$ cat config.mk
export PLATFORM = sky130hd
export DESIGN_NAME = dice_tile_cfg_ctx
export DESIGN_NICKNAME = d
export VERILOG_FILES = /design/src/rtl/dice_cfg_pkg.sv /design/src/rtl/dice_cfg_assembler.sv /design/src/rtl/dice_tile_cfg_ctx.sv
export SDC_FILE = /design/constraint.sdc
export NUM_CORES = 1
export LEC_CHECK = 0
export CAP_MARGIN = 25
export CORE_MARGIN = 2
export CORE_UTILIZATION = 32
export DETAILED_ROUTE_END_ITERATION = 10
export GPL_TIMING_DRIVEN = 0
export MAX_ROUTING_LAYER = met4
export SLEW_MARGIN = 5
export SYNTH_ARGS = -nofsm -noshare
export SYNTH_HDL_FRONTEND = slang
export SYNTH_SLANG_ARGS = --single-unit
$ cat constraint.sdc
create_clock -name clk -period 3.1 [get_ports clk]
set_clock_uncertainty 0.2 [all_clocks]
set_input_delay 0.93 -clock clk [delete_from_list [all_inputs] [get_ports clk]]
set_output_delay 0.93 -clock clk [all_outputs]
set_load 0.02 [all_outputs]
$ cat src/rtl/dice_cfg_pkg.sv
// Shared types and helpers for the DICE tile multi-context configuration store.
package dice_cfg_pkg;

  // Default width of one tile configuration image.
  localparam int DEFAULT_CFG_W = 156;

  // Burst load controller states.
  typedef enum logic [1:0] {
    ST_IDLE   = 2'd0,
    ST_LOAD   = 2'd1,
    ST_DRAIN  = 2'd2,
    ST_COMMIT = 2'd3
  } cfg_state_e;

  // Words needed to cover one image: ceil(cfg_w / word_w).
  function automatic int calc_num_words(input int cfg_w, input int word_w);
    return (cfg_w + word_w - 1) / word_w;
  endfunction

  // Context index width, never narrower than one bit.
  function automatic int calc_ctx_w(input int num_ctx);
    return (num_ctx > 1) ? $clog2(num_ctx) : 1;
  endfunction

endpackage

$ cat src/rtl/dice_cfg_assembler.sv
// Staging register that assembles a burst of stream words into one image.
// A start clears the staging image and writes word 0; each write stores the
// next word at the current count. Bits of the last word above CFG_W are dropped.
module dice_cfg_assembler
  import dice_cfg_pkg::*;
#(
  parameter int CFG_W  = DEFAULT_CFG_W,
  parameter int WORD_W = 32,
  localparam int NUM_WORDS = calc_num_words(CFG_W, WORD_W),
  localparam int CNT_W     = $clog2(NUM_WORDS + 1)
) (
  input  logic              clk,
  input  logic              rst_n,
  input  logic              start,
  input  logic              wr,
  input  logic [WORD_W-1:0] data,
  output logic [CFG_W-1:0]  staging,
  output logic              full
);

  localparam logic [CNT_W-1:0] FULL_CNT = CNT_W'(NUM_WORDS);

  logic [CFG_W-1:0] staging_r;
  logic [CFG_W-1:0] base_s;
  logic [CFG_W-1:0] staging_nxt_s;
  logic [CNT_W-1:0] count_r;
  logic [CNT_W-1:0] idx_s;

  // Merge the incoming word into the (possibly cleared) staging image.
  always_comb begin
    base_s        = staging_r;
    idx_s         = count_r;
    staging_nxt_s = staging_r;
    if (start) begin
      base_s = '0;
      idx_s  = '0;
    end else begin
      base_s = staging_r;
      idx_s  = count_r;
    end
    staging_nxt_s = base_s;
    for (int b = 0; b < CFG_W; b++) begin
      if ((b / WORD_W) == int'(idx_s)) begin
        staging_nxt_s[b] = data[b % WORD_W];
      end else begin
        staging_nxt_s[b] = base_s[b];
      end
    end
  end

  // Staging image and word counter.
  always_ff @(posedge clk or negedge rst_n) begin
    if (!rst_n) begin
      staging_r <= '0;
      count_r   <= '0;
    end else if (start) begin
      staging_r <= staging_nxt_s;
      count_r   <= CNT_W'(1);
    end else if (wr) begin
      staging_r <= staging_nxt_s;
      count_r   <= count_r + CNT_W'(1);
    end
  end

  assign staging = staging_r;
  assign full    = (count_r == FULL_CNT);

endmodule

$ cat src/rtl/dice_tile_cfg_ctx.sv
// Multi-context DICE tile configuration store: burst loader FSM, per-context
// image store with valid flags, one-cycle context switch and active-image mux.
module dice_tile_cfg_ctx
  import dice_cfg_pkg::*;
#(
  parameter int CFG_W   = DEFAULT_CFG_W,
  parameter int WORD_W  = 32,
  parameter int NUM_CTX = 2,
  localparam int NUM_WORDS = calc_num_words(CFG_W, WORD_W),
  localparam int CTX_W     = calc_ctx_w(NUM_CTX)
) (
  input  logic               clk,
  input  logic               rst_n,
  input  logic               cfg_in_valid,
  output logic               cfg_in_ready,
  input  logic [WORD_W-1:0]  cfg_in_data,
  input  logic [CTX_W-1:0]   cfg_in_ctx,
  input  logic               cfg_in_last,
  input  logic               ctx_sw_req,
  input  logic [CTX_W-1:0]   ctx_sw_id,
  output logic               ctx_sw_ack,
  output logic [CTX_W-1:0]   active_ctx,
  output logic [NUM_CTX-1:0] ctx_valid,
  output logic [CFG_W-1:0]   tile_cfg,
  output logic               load_done,
  output logic               cfg_err
);

  localparam logic [CTX_W:0] NUM_CTX_V = (CTX_W + 1)'(NUM_CTX);

  cfg_state_e         state_r;
  cfg_state_e         next_state_s;
  logic [CTX_W-1:0]   target_r;
  logic [CTX_W-1:0]   active_ctx_r;
  logic [NUM_CTX-1:0] ctx_valid_r;
  logic [CFG_W-1:0]   ctx_store_r [NUM_CTX];
  logic               ready_r;
  logic               load_done_r;
  logic               ack_r;
  logic               err_r;

  logic               accept_s;
  logic               load_bad_s;
  logic               sw_ok_s;
  logic               sw_err_s;
  logic               start_s;
  logic               wr_s;
  logic               load_err_s;
  logic               commit_s;
  logic               asm_full_s;
  logic [CFG_W-1:0]   staging_s;

  assign accept_s   = cfg_in_valid && ready_r;
  // Load target check uses the pre-switch active context.
  assign load_bad_s = ({1'b0, cfg_in_ctx} >= NUM_CTX_V) ||
                      ((cfg_in_ctx == active_ctx_r) && ctx_valid_r[active_ctx_r]);
  // Switch check uses the flags as they stand before this cycle's updates.
  assign sw_ok_s    = ({1'b0, ctx_sw_id} < NUM_CTX_V) && ctx_valid_r[ctx_sw_id];
  assign sw_err_s   = ctx_sw_req && !sw_ok_s;

  dice_cfg_assembler #(
    .CFG_W  (CFG_W),
    .WORD_W (WORD_W)
  ) u_asm (
    .clk     (clk),
    .rst_n   (rst_n),
    .start   (start_s),
    .wr      (wr_s),
    .data    (cfg_in_data),
    .staging (staging_s),
    .full    (asm_full_s)
  );

  // Load FSM state register.
  always_ff @(posedge clk or negedge rst_n) begin
    if (!rst_n) begin
      state_r <= ST_IDLE;
    end else begin
      state_r <= next_state_s;
    end
  end

  // Load FSM next-state decode.
  always_comb begin
    next_state_s = state_r;
    case (state_r)
      ST_IDLE: begin
        if (accept_s) begin
          if (load_bad_s) begin
            next_state_s = cfg_in_last ? ST_IDLE : ST_DRAIN;
          end else begin
            next_state_s = cfg_in_last ? ST_COMMIT : ST_LOAD;
          end
        end else begin
          next_state_s = ST_IDLE;
        end
      end
      ST_LOAD: begin
        if (accept_s) begin
          if (asm_full_s) begin
            next_state_s = cfg_in_last ? ST_IDLE : ST_DRAIN;
          end else begin
            next_state_s = cfg_in_last ? ST_COMMIT : ST_LOAD;
          end
        end else begin
          next_state_s = ST_LOAD;
        end
      end
      ST_DRAIN: begin
        if (accept_s && cfg_in_last) begin
          next_state_s = ST_IDLE;
        end else begin
          next_state_s = ST_DRAIN;
        end
      end
      ST_COMMIT: next_state_s = ST_IDLE;
      default:   next_state_s = ST_IDLE;
    endcase
  end

  // Load FSM output decode: assembler strobes, overflow/target errors, commit.
  always_comb begin
    start_s    = 1'b0;
    wr_s       = 1'b0;
    load_err_s = 1'b0;
    commit_s   = 1'b0;
    case (state_r)
      ST_IDLE: begin
        if (accept_s) begin
          start_s    = !load_bad_s;
          load_err_s = load_bad_s;
        end else begin
          start_s    = 1'b0;
          load_err_s = 1'b0;
        end
      end
      ST_LOAD: begin
        if (accept_s) begin
          wr_s       = !asm_full_s;
          load_err_s = asm_full_s;
        end else begin
          wr_s       = 1'b0;
          load_err_s = 1'b0;
        end
      end
      ST_DRAIN:  commit_s = 1'b0;
      ST_COMMIT: commit_s = 1'b1;
      default:   commit_s = 1'b0;
    endcase
  end

  // Latch the load target on the first word of an accepted burst.
  always_ff @(posedge clk or negedge rst_n) begin
    if (!rst_n) begin
      target_r <= '0;
    end else if (start_s) begin
      target_r <= cfg_in_ctx;
    end
  end

  // Context store and valid flags: invalidate at burst start, fill at commit.
  always_ff @(posedge clk or negedge rst_n) begin
    if (!rst_n) begin
      ctx_valid_r <= '0;
      for (int c = 0; c < NUM_CTX; c++) begin
        ctx_store_r[c] <= '0;
      end
    end else begin
      for (int c = 0; c < NUM_CTX; c++) begin
        if (commit_s && (target_r == CTX_W'(c))) begin
          ctx_store_r[c] <= staging_s;
          ctx_valid_r[c] <= 1'b1;
        end else if (start_s && (cfg_in_ctx == CTX_W'(c))) begin
          ctx_valid_r[c] <= 1'b0;
        end
      end
    end
  end

  // Context switch: update active context and acknowledge one cycle later.
  always_ff @(posedge clk or negedge rst_n) begin
    if (!rst_n) begin
      active_ctx_r <= '0;
      ack_r        <= 1'b0;
    end else begin
      if (ctx_sw_req && sw_ok_s) begin
        active_ctx_r <= ctx_sw_id;
      end
      ack_r <= ctx_sw_req && sw_ok_s;
    end
  end

  // Registered handshake and status pulses; both error sources merge into one.
  always_ff @(posedge clk or negedge rst_n) begin
    if (!rst_n) begin
      ready_r     <= 1'b1;
      load_done_r <= 1'b0;
      err_r       <= 1'b0;
    end else begin
      ready_r     <= (next_state_s != ST_COMMIT);
      load_done_r <= (next_state_s == ST_COMMIT);
      err_r       <= load_err_s || sw_err_s;
    end
  end

  assign cfg_in_ready = ready_r;
  assign load_done    = load_done_r;
  assign cfg_err      = err_r;
  assign ctx_sw_ack   = ack_r;
  assign active_ctx   = active_ctx_r;
  assign ctx_valid    = ctx_valid_r;
  assign tile_cfg     = ctx_store_r[active_ctx_r];

endmodule

==> results of run 1 <==
[repair_timing]
action / CTS / global route
cloned: 3 / 6
setup buffers: 5 / 2
hold endpoints to repair: 34 / 0
hold buffers: 1 / 0
resized for setup: 798 / 146
endpoints found under the setup margin: 156 / 119
[cells by family after synthesis]
logic type / after synthesis
compound gates: 146
xor+xnor: 1
fa+ha+maj: 2
buf+inv: 89
flops: 481
mux: 502
simple gates: 40
[routing by layer]
metal	track usage, %	vias to the layer above	wire length, µm
met1	23.7	6304	25000
li1	-	5186	-
met2	29.6	283	27800
met3	2.53	91	2220
met4	5.71	0	1510
met5	-	-	0
[path summary, 6_finish.rpt]
path                                       to  depth (start not counted)        startpoint
setup / recovery                tile_cfg[154]                          5        active_ctx
hold / removal               ctx_store_r[168]                          1  ctx_store_r[168]
setup reg to reg           u_asm.staging[110]                          5      cfg_in_ready
hold reg to reg              ctx_store_r[168]                          1  ctx_store_r[168]
max in group asynchronous    ctx_store_r[279]                          4             rst_n
min in group asynchronous     ctx_store_r[14]                          2             rst_n
[final cells by class]
cell class              instances  share of cell area, %
flip-flops and latches        481                   48.1
multi-input cells             691                   29.7
repair buffers                222                   8.68
clock buffers                  74                   5.94
well taps                     782                   3.91
plain buffers                  84                   2.80
clock inverters                14                  0.720
inverters                       5                 0.0750
diodes                          1                 0.0100
[cell usage after synthesis (all sizes together)]
| library cell | number | area share (%) |
|---|---|---|
| nor4b | 1 | 0.045 |
| nor3 | 6 | 0.21 |
| a21oi | 5 | 0.13 |
| xnor2 | 1 | 0.045 |
| and3 | 1 | 0.032 |
| mux2i | 1 | 0.051 |
| nor4 | 1 | 0.032 |
| o21ai | 6 | 0.19 |
| or4 | 1 | 0.038 |
| clkbuf | 10 | 0.20 |
| dfrtp | 480 | 61 |
| a22oi | 1 | 0.038 |
| or2 | 2 | 0.064 |
| nand3 | 5 | 0.13 |
| mux2 | 501 | 29 |
| ha | 2 | 0.13 |
| o41ai | 2 | 0.089 |
| dfstp | 1 | 0.13 |
| nor2b | 1 | 0.032 |
| nor3b | 1 | 0.096 |
| o22ai | 1 | 0.032 |
| nand2b | 2 | 0.064 |
| o211a | 1 | 0.051 |
| o31ai | 1 | 0.038 |
| a31oi | 2 | 0.064 |
| o211ai | 1 | 0.038 |
| inv | 5 | 0.096 |
| a22o | 126 | 5.6 |
| and2 | 3 | 0.096 |
| buf | 74 | 1.9 |
| nor2 | 5 | 0.096 |
| nand2 | 8 | 0.15 |
| and3b | 1 | 0.045 |
| nand4b | 1 | 0.045 |
| nand3b | 1 | 0.038 |
[report_power, final]
| part | internal, µW | switching (µW) | total, µW |
|---|---|---|---|
| Sequential | 8500 | 1290 | 9790 |
| Clock | 3640 | 2480 | 6120 |
| Combinational | 4920 | 4630 | 9550 |
[flip-flops by register name, indices dropped and copies added (netlist names)]
| name | flops |
|---|---|
| target_r | 1 |
| ctx_valid | 2 |
| cfg_in_ready | 1 |
| load_done | 1 |
| cfg_err | 1 |
| state_r | 2 |
| active_ctx | 1 |
| ctx_store_r | 312 |
| ctx_sw_ack | 1 |
| u_asm.staging | 156 |
| u_asm.count_r | 3 |
[metrics by stage]
stage               util (%)  power (µW)  hold slack (ns)   TNS, ns
floorplan                  -       15000            0.274         0
global placement        37.4       18700            0.281  -9447.07
detailed placement      37.6       18900            0.287   -124.65
CTS                     40.5       25200            0.300     -5.91
global route            41.4       26800            0.308     -5.90
finish                  41.4       25500            0.297    -0.743
[worst register-to-register path, stage by stage (launching register included)]
cell      delay (ns)
dfstp_2         0.57
nand2_1         0.09
or2_2           0.33
nor2_1          0.43
clkbuf_1        0.68
a22o_1          0.26
==> flow_summary.toml, run 1 <==
[clock_tree]
cts_tree = "built"
clockRootBuffer = "clkbuf_16"
clkTransAtPathRegs_ns = 0.06
cts.htree.levels = 2
clk_path_buf_depth = 3
cts.sinks = 481
numCtsBuffers = 53
clk_latency_ns = 0.59

[final_layout]
final_nets = 1579
seq_area_um2 = 12000
syn2layout_area_growth_pct = 27.4
final_cell_area_um2 = 25000
layoutNonFillerInstCount = 2354
drive_gt1_share_pct = 53.0
multi_input_area_um2 = 7440
final_common_cell = "dfrtp_1"
fill_cells = 5504
layout_common_cells = "479 x dfrtp_1, 426 x mux2_2, 126 x a22o_1"

[sta]
worstMarginPinSlew_ns = 0.924
drv_slew = 0
relSlewSlack_pct = 38.4
fin_ws_ns = -0.0451
fmax_mhz = 318
finalCriticalPeriod_ns = 3.15
hold_violations = 0
setup_viol = 47
rsz0062_at_grt = "yes"
period_share_pct = 101

[drt]
route.detailed.drc = 0
first_pass_iters = 4
post_drt_wl_per_cell_um = 24.0
vias = 11900
postRouteAntennaNets = 0
via_per_inst = 5.04
drt_iter0_drc = 645
wirelength_mm = 56.5

[placement]
place_area_um2 = 22700
port_buffers = 201
post-dp-hpwl_mm = 37.0
gp_congestion = 0.789
preCtsSetupSlack_ns = -0.866
dp.cells = 2248

[job]
maxCapViolCount = 0

[logic_synthesis]
synth-simple-area-share_pct = 1.21
synth_cell_types = 42
syn_inst = 1261
synth_top_family_by_area = "multiplexers"
synth_seq_cells = 481
synthMuxAreaShare_pct = 28.8
ys_seq_area_share_pct = 61.3
avgSynthCellArea_um2 = 15.6
synthAdderAreaFrac_pct = 0.127
synth-compound-area-share_pct = 6.29
synth_xor_area_share_pct = 0.0446
synthesis.area_um2 = 19600
synth_nets = 1302
yosys_warnings = 0

[global_routing]
grt_pass1_wl_mm = 83.2
grt_overflow = 0
grt_antenna_before_repair = 1
grt_max_degree = 122
grtUsageTotal_pct = 18.2
grt_pass1_vias = 12800

[critical_path]
critPathCaptureType = "primary output"
crit_path_start_kind = "flop"
cpMostUsedCell = "clkbuf_16"
path_cells = "buf_12 -> clkbuf_16 -> clkbuf_16 -> mux2_4 -> buf_6"
path_max_fanout = 8
worst-path-buf-inv = 4
crit_path_max_incr_delay_ns = 0.43
critPathKind = "flop to primary output"
slowest_stage = "dfrtp_2"
path_delay_family = "buffers and inverters"
critical_path_required_ns = 1.97
arrival_ns = 2.02
r2r_setup_slack_ns = 0.47

[hold_path]
hold_path_class = "flop to flop"

[floorplanning]
dieArea_um2 = 63300
die_w_um = 252
rows = 90
fp.dieH_um = 252
coreArea_um2 = 60500
num_io_pins = 202
initial_core_util_pct = 32.5

[pwr]
p_leak_uw = 0.0122
ir_drop_mv = 0.388
cellPowerDensity_nw_per_um2 = 1020

[status]
outcome = "finished with violations"
violations = "negative setup slack"
Power figures use the tool's default switching activity.
==> run 2, diff against run 1 <==
--- a/config.mk
+++ b/config.mk
@@ -8,6 +8,7 @@
 export CAP_MARGIN = 25
 export CORE_MARGIN = 2
 export CORE_UTILIZATION = 32
+export CTS_CLUSTER_SIZE = 25
 export DETAILED_ROUTE_END_ITERATION = 10
 export GPL_TIMING_DRIVEN = 0
 export MAX_ROUTING_LAYER = met4
==> results of run 2 <==
Same layout as run 1: the final DEF is identical, and so are final timing and power.
==> run 3, diff against run 2 <==
--- a/config.mk
+++ b/config.mk
@@ -6,7 +6,6 @@
 export NUM_CORES = 1
 export LEC_CHECK = 0
 export CAP_MARGIN = 25
-export CORE_MARGIN = 2
 export CORE_UTILIZATION = 32
 export CTS_CLUSTER_SIZE = 25
 export DETAILED_ROUTE_END_ITERATION = 10
==> run 3 against run 2 <==
Effect of this change:
- register-to-register slack worse by 0.09 ns
- global-route usage up 0.051 points
- the flow still finishes with violations (negative setup slack)
- die area down 1.6%
- sequential share of layout area down 0.43 points
- critical path type unchanged
- via count down 0.32%
- wire length down 2.1%
==> flow_summary.toml, run 3 (synthesis results as in run 1) <==
[final_layout]
drive_gt1_share_pct = 53.2
final_nets = 1580
fill_cells = 5480
largest_register_ff_count = 312
layoutNonFillerInstCount = 2364
regMostFlops = "ctx_store_r"
syn2layout_area_growth_pct = 28.6
layout_common_cells = "479 x dfrtp_1, 423 x mux2_2, 126 x a22o_1"
final_common_cell = "dfrtp_1"

[floorplanning]
num_io_pins = 202
die_w_um = 250
dieArea_um2 = 62300
coreArea_um2 = 60500
rows = 90
fp.dieH_um = 250
initial_core_util_pct = 32.5

[clock_tree]
clk_path_buf_depth = 3
cts.htree.levels = 2
numCtsBuffers = 51
cts_tree = "built"
clockRootBuffer = "clkbuf_16"
clk_latency_ns = 0.59
cts.sinks = 481
clkTransAtPathRegs_ns = 0.06

[sta]
period_share_pct = 103
drv_slew = 0
relSlewSlack_pct = 37.7
worstMarginPinSlew_ns = 0.934
setup_viol = 106
fmax_mhz = 314
finalSetupTns_ns = -3.95
rsz0062_at_grt = "yes"
finalCriticalPeriod_ns = 3.19
fin_ws_ns = -0.0852
hold_violations = 0

[critical_path]
path_cells = "buf_12 -> buf_4 -> buf_12 -> buf_12 -> mux2_4 -> buf_6"
path_delay_family = "buffers and inverters"
slowest_stage = "dfrtp_2"
cpMostUsedCell = "buf_12"
crit_path_start_kind = "flop"
critPathCaptureType = "primary output"
worst-path-buf-inv = 5
critPathKind = "flop to primary output"
path_max_fanout = 10
critical_path_required_ns = 1.97
crit_path_max_incr_delay_ns = 0.44
arrival_ns = 2.06

[pwr]
power_uw = 26000
ir_drop_mv = 0.443
p_leak_uw = 0.0123
cellPowerDensity_nw_per_um2 = 1030

[global_routing]
grt_overflow = 0
grt_pass1_vias = 12600
grt_antenna_before_repair = 1
grt_max_degree = 119
grt_pass1_wl_mm = 82.4
grtUsageTotal_pct = 18.3

[drt]
vias = 11800
post_drt_wl_per_cell_um = 23.4
route.detailed.drc = 0
first_pass_iters = 4
postRouteAntennaNets = 0
drt_iter0_drc = 550
wirelength_mm = 55.3
via_per_inst = 5.00

[placement]
dp.cells = 2249
post-dp-hpwl_mm = 36.6
preCtsSetupSlack_ns = -0.912
port_buffers = 201
gp_congestion = 0.806

[status]
violations = "negative setup slack"
outcome = "finished with violations"

[hold_path]
hold_path_class = "flop to flop"

[job]
maxCapViolCount = 0
## run 3: area by class of cell
| class | count | area, µm² | share of cell area [%] |
|---|---|---|---|
| Antenna cell | 1 | 2.50 | 0.00991 |
| Buffer | 83 | 686 | 2.72 |
| Clock buffer | 78 | 1530 | 6.06 |
| Clock inverter | 17 | 310 | 1.23 |
| Inverter | 5 | 18.8 | 0.0744 |
| Multi-Input combinational cell | 691 | 7450 | 29.5 |
| Sequential cell | 481 | 12000 | 47.7 |
| Tap cell | 782 | 978 | 3.88 |
| Timing Repair Buffer | 226 | 2220 | 8.81 |
## run 3: final timing paths
kind                                       from  slack, ns            endpoint  depth (start not counted)
max in group asynchronous                 rst_n       0.41     ctx_store_r[34]                          5
worst max register to register       active_ctx       0.38  u_asm.staging[151]                          8
worst max-delay path                 active_ctx      -0.09        tile_cfg[32]                          6
worst min register to register  ctx_store_r[41]       0.30     ctx_store_r[41]                          1
worst min-delay path            ctx_store_r[41]       0.30     ctx_store_r[41]                          1
min in group asynchronous                 rst_n       0.52    ctx_store_r[170]                          2
## run 3: worst register-to-register path, delay by kind of cell (launching register included)
family	cells	cell delay (ns)
AO/OA/AOI/OAI	2	0.80
buffers and inverters	4	0.83
flip-flops	1	0.44
AND/OR/NAND/NOR	2	0.38
## run 3: metrics by stage
step / util, % / hold WS, ns / cell area (µm²)
after global routing: 41.7 / 0.309 / 25200
after detailed placement: 37.6 / 0.287 / 22800
after floorplan: - / 0.274 / 19600
after CTS: 41.2 / 0.302 / 24900
final: 41.7 / 0.298 / 25200
after global placement: 37.4 / 0.281 / 22600
## run 3: routing by layer
metal	global-route usage (%)	share of wire (%)	routed length [µm]	vias up
li1	-	-	-	5192
met1	24.1	45	25100	6308
met2	29.5	49	27000	255
met3	2.99	4.0	2190	71
met4	4.16	1.8	1020	0
met5	-	0	0	-
## run 3: what timing repair did
item / in CTS / in global routing
endpoints found under the setup margin: 156 / 133
hold buffers: 1 / 0
gates cloned: 3 / 4
endpoints found under the hold margin: 3 / 0
buffers inserted: 9 / 4
pin swaps: 0 / 0
gates resized for setup: 861 / 103
## run 3: where the power goes
group	internal, µW	total, µW	switching (µW)
Combinational	4940	9540	4600
Clock	4140	6640	2510
Sequential	8490	9800	1310
